File: config.mk
export PLATFORM = sky130hd
export DESIGN_NAME = regfile_mp
export DESIGN_NICKNAME = d
export VERILOG_FILES = /design/src/rtl/regfile_mp.sv
export SDC_FILE = /design/constraint.sdc
export NUM_CORES = 2
export LEC_CHECK = 0
export BUFFER_PORTS_ARGS = -buffer_cell sky130_fd_sc_hd__buf_2
export CAP_MARGIN = 15
export CORE_MARGIN = 10
export CORE_UTILIZATION = 45
export CTS_CLUSTER_DIAMETER = 30
export DETAILED_ROUTE_END_ITERATION = 8
export PLACE_DENSITY = 0.75
export SYNTH_ARGS = -nofsm -noshare
export SYNTH_HDL_FRONTEND = slang
export SYNTH_SLANG_ARGS = --single-unit
export TNS_END_PERCENT = 50
File: constraint.sdc
create_clock -name clk -period 3.2 [get_ports clk]
set_input_delay 0.64 -clock clk [delete_from_list [all_inputs] [get_ports clk]]
set_output_delay 0.64 -clock clk [all_outputs]
set_load 0.02 [all_outputs]
File: src/rtl/regfile_mp.sv
// regfile_mp: multi-read-port register file with EX/MEM/WB forwarding.
// Define REGFILE_SCOREBOARD_EN to add the load busy scoreboard and the
// stall output. Without it, stall is tied low and the load/issue inputs
// are ignored.
module regfile_mp #(
    parameter int DATA_W = 32,
    parameter int ADDR_W = 5,
    parameter int NUM_RD = 2
) (
    input  logic                       clk,
    input  logic                       resetn,
    input  logic [NUM_RD-1:0]          ren,
    input  logic [NUM_RD*ADDR_W-1:0]   raddr,
    output logic [NUM_RD*DATA_W-1:0]   rdata,
    input  logic                       ex_we,
    input  logic [ADDR_W-1:0]          ex_waddr,
    input  logic [DATA_W-1:0]          ex_wdata,
    input  logic                       mem_we,
    input  logic [ADDR_W-1:0]          mem_waddr,
    input  logic [DATA_W-1:0]          mem_wdata,
    input  logic                       wb_we,
    input  logic [ADDR_W-1:0]          wb_waddr,
    input  logic [DATA_W-1:0]          wb_wdata,
    input  logic                       wb_ld,
    input  logic                       iss_ld,
    input  logic [ADDR_W-1:0]          iss_waddr,
    output logic                       stall
);

    localparam int DEPTH = 2**ADDR_W;

    logic [DEPTH-1:0][DATA_W-1:0]  mem_q;
    logic [NUM_RD-1:0][ADDR_W-1:0] ra;
    logic [NUM_RD-1:0]             fwd_hit;

    assign ra = raddr;

    // Storage: only the WB port writes; register 0 is never written so it stays 0.
    always_ff @(posedge clk or negedge resetn) begin
        if (!resetn) begin
            mem_q <= '0;
        end else if (wb_we && wb_waddr != '0) begin
            mem_q[wb_waddr] <= wb_wdata;
        end
    end

    // Per-port read mux, youngest producer first; r0 always reads zero.
    for (genvar p = 0; p < NUM_RD; p++) begin : g_rd
        logic ex_hit, mem_hit, wb_hit;
        assign ex_hit  = ex_we  && (ex_waddr  == ra[p]);
        assign mem_hit = mem_we && (mem_waddr == ra[p]);
        assign wb_hit  = wb_we  && (wb_waddr  == ra[p]);
        assign fwd_hit[p] = ex_hit || mem_hit || wb_hit;
        assign rdata[p*DATA_W +: DATA_W] =
            (ra[p] == '0) ? '0        :
            ex_hit        ? ex_wdata  :
            mem_hit       ? mem_wdata :
            wb_hit        ? wb_wdata  :
                            mem_q[ra[p]];
    end

`ifdef REGFILE_SCOREBOARD_EN
    logic [DEPTH-1:0]  busy_q, busy_d;
    logic [NUM_RD-1:0] hazard;

    // A port hazards only when it reads a pending load that no stage forwards.
    for (genvar p = 0; p < NUM_RD; p++) begin : g_hz
        assign hazard[p] = ren[p] && (ra[p] != '0) && busy_q[ra[p]] && !fwd_hit[p];
    end

    assign stall = |hazard;

    // Busy next state: load completion clears, issue sets; set applied last so it wins.
    always_comb begin
        busy_d = busy_q;
        if (wb_we && wb_ld && wb_waddr != '0) begin
            busy_d[wb_waddr] = 1'b0;
        end
        if (iss_ld && iss_waddr != '0 && !stall) begin
            busy_d[iss_waddr] = 1'b1;
        end
    end

    // Busy register; reset drops any in-flight loads.
    always_ff @(posedge clk or negedge resetn) begin
        if (!resetn) begin
            busy_q <= '0;
        end else begin
            busy_q <= busy_d;
        end
    end
`else
    logic unused_sb;

    assign stall     = 1'b0;
    assign unused_sb = ^{ren, iss_ld, iss_waddr, wb_ld, fwd_hit};
`endif

endmodule

; Word-level counts from Yosys, hierarchy flattened
; Cells that the tools add are included.
; Widths: inputs -> output; s select.
[word_totals]
mem_bits_ro = 0
regBits = 1024
out_inout_bits = 65
word_cells = 68
latch_bits = 0
ramBits = 0
n_memories = 0
[op_classes]
shifts = 0
n_addsub = 0
mul = 0
muxes = 15
order_cmp = 4
n_div = 0
n_bitwise = 0
eq_ne = 6
n_reduce_logical = 11
[ops]
columns = op, count
row1 = $bwmux 1024, 1
row2 = $mux 32, 11
row3 = $bmux 32 s5, 2
row4 = $demux 32 s5, 1
row5 = $eq 5x5->1, 6
row6 = $lt 5x6->1 const B, 3
row7 = $logic_not 5->1, 2
row8 = $logic_and 1x1->1, 8
row9 = $ge 5x1->1 const B, 1
row10 = $reduce_bool 5->1, 1

; Longest topological paths before layout
[logic_depth]
depth_word = 6
ltp_mapped = 11
depth_no_buf = 6

; Worst setup path before layout
; OpenSTA, ideal clock, no wires.
[synth_path]
kind = in2out
start = input port wb_waddr[3]
end = output port rdata[36]
t_arrival_ps = 2613
required_time_ps = 2560
path_slack_ps = -53
path_buffers = 2
stages = 8
cell_sequence = clkbuf_1 > xnor2_1 > nand4_1 > or2_1 > nor2_1 > clkbuf_1 > a22oi_1 > a31oi_1
[synth_between]
elab_chain_len = 6
[synth_rtl]
columns = element, line_no
row1 = start: declaration, 22  ; input logic [ADDR_W-1:0] wb_waddr,
row2 = $eq 5x5->1, 52  ; assign wb_hit = wb_we && (wb_waddr == ra[p]);
row3 = $logic_and 1x1->1, 52
row4 = $mux 32, 58  ; wb_hit ? wb_wdata :
row5 = $mux 32, 57  ; mem_hit ? mem_wdata :
row6 = $mux 32, 56  ; ex_hit ? ex_wdata :
row7 = $mux 32, 55  ; (ra[p] == '0) ? '0 :
row8 = end: declaration, 14  ; output logic [NUM_RD*DATA_W-1:0] rdata,
; No other way between the ends.

; Final worst setup path
[layout_path]
start = register mem_q[317] in the netlist's numbering
end = output port rdata[61]
[layout_between]
elab_chain_len = 6
[layout_rtl]
columns = element, line_no
row1 = start: declaration, 32  ; logic [DEPTH-1:0][DATA_W-1:0] mem_q;
row2 = start signal: indexed assignment, 43  ; mem_q[wb_waddr] <= wb_wdata;
row3 = $bmux 32 s5, 59  ; mem_q[ra[p]];
row4 = $mux 32 (implied by the code), 59
row5 = $mux 32, 58
row6 = $mux 32, 57
row7 = $mux 32, 56
row8 = $mux 32, 55
; No other way between the ends. The select of a mux whose other input is x is not followed.

==> results.py <==
metrics = {
    "status": {
        "status": "finished, violations left",
        "violations": "setup timing",
    },
    "sta": {
        "fmax_mhz": 281,
        "fin_skew_ps": 0,
        "timing.hold.ws_ps": 227,
        "rsz0062_at_grt": "true",
        "drv_slew": 0,
        "max_slew_margin_pct": 46.3,
        "finalWorstPathRequiredPeriod_ps": 3550,
        "hold_violations": 0,
        "fin_crit_sh_pct": 111,
        "finalSetupViolCount": 64,
        "fin_ws_ps": -355,
        "tightest_slew_ps": 805,
    },
    "placement": {
        "hpwl_microns": 134000,
        "portBuffers": 189,
        "place_congestion": 0.947,
        "post_dp_cell_area_sq_mm": 0.0632,
    },
    "die": {
        "die_h_microns": 375,
        "coreArea_sq_mm": 0.125,
        "dieWidth_microns": 375,
        "dieArea_sq_mm": 0.141,
        "io_pins": 200,
        "start_util_pct": 45.2,
        "core.rowCount": 130,
    },
    "grt": {
        "grt_pass1_wl_microns": 319000,
        "grt_usage_pct": 30.7,
        "antenna_found_initial": 18,
        "grt_max_degree": 93,
        "grt_pass1_vias": 45800,
        "gr-total-overflow": 0,
    },
    "routing": {
        "drc": 0,
        "dr.pass1.iters": 7,
        "vias": 44500,
        "wl_per_cell_microns": 35.4,
        "vias_per_cell": 6.91,
        "dr.first_iter.drc_count": 5855,
        "drtAntennaViolNets": 0,
        "wl_microns": 228000,
    },
    "synthesis": {
        "synth.distinct_cells": 55,
        "synthArstFlopShare_pct": 100,
        "ys_warn_count": 0,
        "synthFlopType": "dfrtp_1",
        "netlist_instances": 3971,
        "yosys.area.top_type": "dfrtp_1",
        "syn_area_sq_mm": 0.0567,
        "synth_area_per_cell_sq_um": 14.3,
        "synth.area.top_cells": "dfrtp_1 45%, mux2_2 20%, mux4_2 16%, mux2i_1 6.3%, clkbuf_1 1.7%",
        "ys_seq_elements": 1024,
        "ys_seq_area_share_pct": 45.2,
        "synth_edf_count": 0,
        "syn_nets": 4106,
        "yosysTopAreaCellShare_pct": 45.2,
    },
    "hold_path": {
        "hold_depth": 2,
        "hp-class": "in -> reg",
        "hold_start": "wb_wdata[7]",
        "hold_end": "mem_q[551]$_DFFE_PN0P_",
    },
    "finish": {
        "biggestRegsByFlops": "mem_q: 1024 flops",
        "area_growth_pct": 33.0,
        "drive_above_1_share_pct": 61.6,
        "final_core_util_pct": 60.2,
        "mostFrequentLayoutCell": "dfrtp_1",
        "nNetsFinal": 4735,
        "largest_register_ffs": 1024,
        "finalInstanceArea_sq_mm": 0.0755,
        "final_cell_mix": "1,024 x dfrtp_1, 1,008 x mux2_2, 460 x buf_4",
        "largest_register": "mem_q",
    },
    "critical_path": {
        "timing.rr.start": "mem_q[971]$_DFFE_PN0P_",
        "critPathLaunchType": "register",
        "crit_fanout": 3,
        "arrival_ps": 2910,
        "rr_endpoint": "mem_q[971]$_DFFE_PN0P_",
        "required_ps": 2560,
        "cp-end-kind": "output port",
        "critical_path_class": "reg -> out",
        "r2r_setup_slack_ps": 2090,
        "reg2regPathDepth": 4,
    },
    "job": {
        "cap_violations": 0,
    },
    "cts": {
        "clock_latency_ps": 800,
        "clockBufferDepth": 3,
        "clock_sinks": 1024,
        "tritoncts": "yes",
        "htreeDepth": 4,
        "path_clk_slew_ps": 50,
        "cts_buffers": 201,
        "clockRootBuffer": "clkbuf_16",
    },
    "pwr": {
        "irDropWorstVdd_v": 0.000466,
        "leakage_nw": 33.3,
        "powerDensity_mw_per_mm2": 677,
    },
}
## critical path, cell delays in order (launching register included)
cell and delay, ps:
dfrtp_1 420, mux4_2 480, mux2i_1 170, mux2i_1 80
or2_1 260, a221oi_2 270, buf_4 230, nor3_4 60
buf_6 140
## repair_timing
action,4_1_cts,5_1_grt
gates cloned,23,10
setup endpoints to repair,64,64
hold buffers,1,0
buffers inserted,86,58
gates resized for setup,371,207
hold endpoints to repair,39,0
pin swaps,82,80
## synthesized netlist by cell type, types with 16 or more instances
master,n
dfrtp_1,1024
mux2_2,1017
mux4_2,401
mux2i_1,356
clkbuf_1,253
buf_2,84
a22oi_1,81
nand2_1,81
a21oi_1,73
buf_1,59
o221ai_1,56
buf_4,48
nor2_1,36
a221oi_1,33
o21ai_0,29
o22ai_1,28
a211oi_1,26
a22o_1,22
a31oi_1,20
xor2_1,18
buf_6,17
o21ai_1,17
nor3_1,16
## metal layers
layer  track usage [%]  routed length, microns
met5                 0                     329
met2              43.8                   96100
met4              17.8                   16600
met1              37.8                   78800
met3              14.3                   36400
## final cells by class
type	instances	area, sq um
Antenna cell	10	25.0
Clock buffer	258	5610
Sequential cell	1024	25600
Timing Repair Buffer	889	9660
Fill cell	8589	49900
Multi-Input combinational cell	2481	30600
Inverter	3	11.3
Clock inverter	124	1880
Tap cell	1650	2060
## power by group
part | leakage [nW] | switching (mW) | internal (mW) | total, mW
Combinational | 16.6 | 4.54 | 5.90 | 10.4
Clock | 3.60 | 7.69 | 15.5 | 23.2
Sequential | 13.1 | 2.02 | 15.4 | 17.5
## metrics by stage
stage               TNS (ps)  instances  power [mW]  setup WS (ps)
floorplan               -106       3971        23.0          -53.1
global placement      -22200       5882        25.8           -728
detailed placement    -22850       5883        26.2           -542
CTS                   -10520       6368        50.1           -265
global route          -14880       6433        52.5           -400
finish                -13600       6439        51.1           -355
## logic make-up after synthesis
| group | share of synthesized area [%] |
|---|---|
| XOR/XNOR | 0.463 |
| flip-flops | 45.2 |
| AND/OR/NAND/NOR | 1.82 |
| buffers and inverters | 3.87 |
| AO/OA/AOI/OAI | 6.11 |
| other | 0.00661 |
| multiplexers | 42.6 |
## how the worst max path moves through the flow
stage | start | endpoint | slack, ps | depth (start not counted)
finish | mem_q[317]$_DFFE_PN0P_ | rdata[61] | -350 | 8
global route | mem_q[381]$_DFFE_PN0P_ | rdata[61] | -400 | 8
CTS | mem_q[985]$_DFFE_PN0P_ | rdata[25] | -260 | 7
detailed placement | raddr[6] | rdata[44] | -540 | 9
global placement | raddr[7] | rdata[59] | -730 | 9
floorplan | wb_waddr[3] | rdata[55] | -50 | 8
Note: power is estimated with default switching activity, not from simulation.
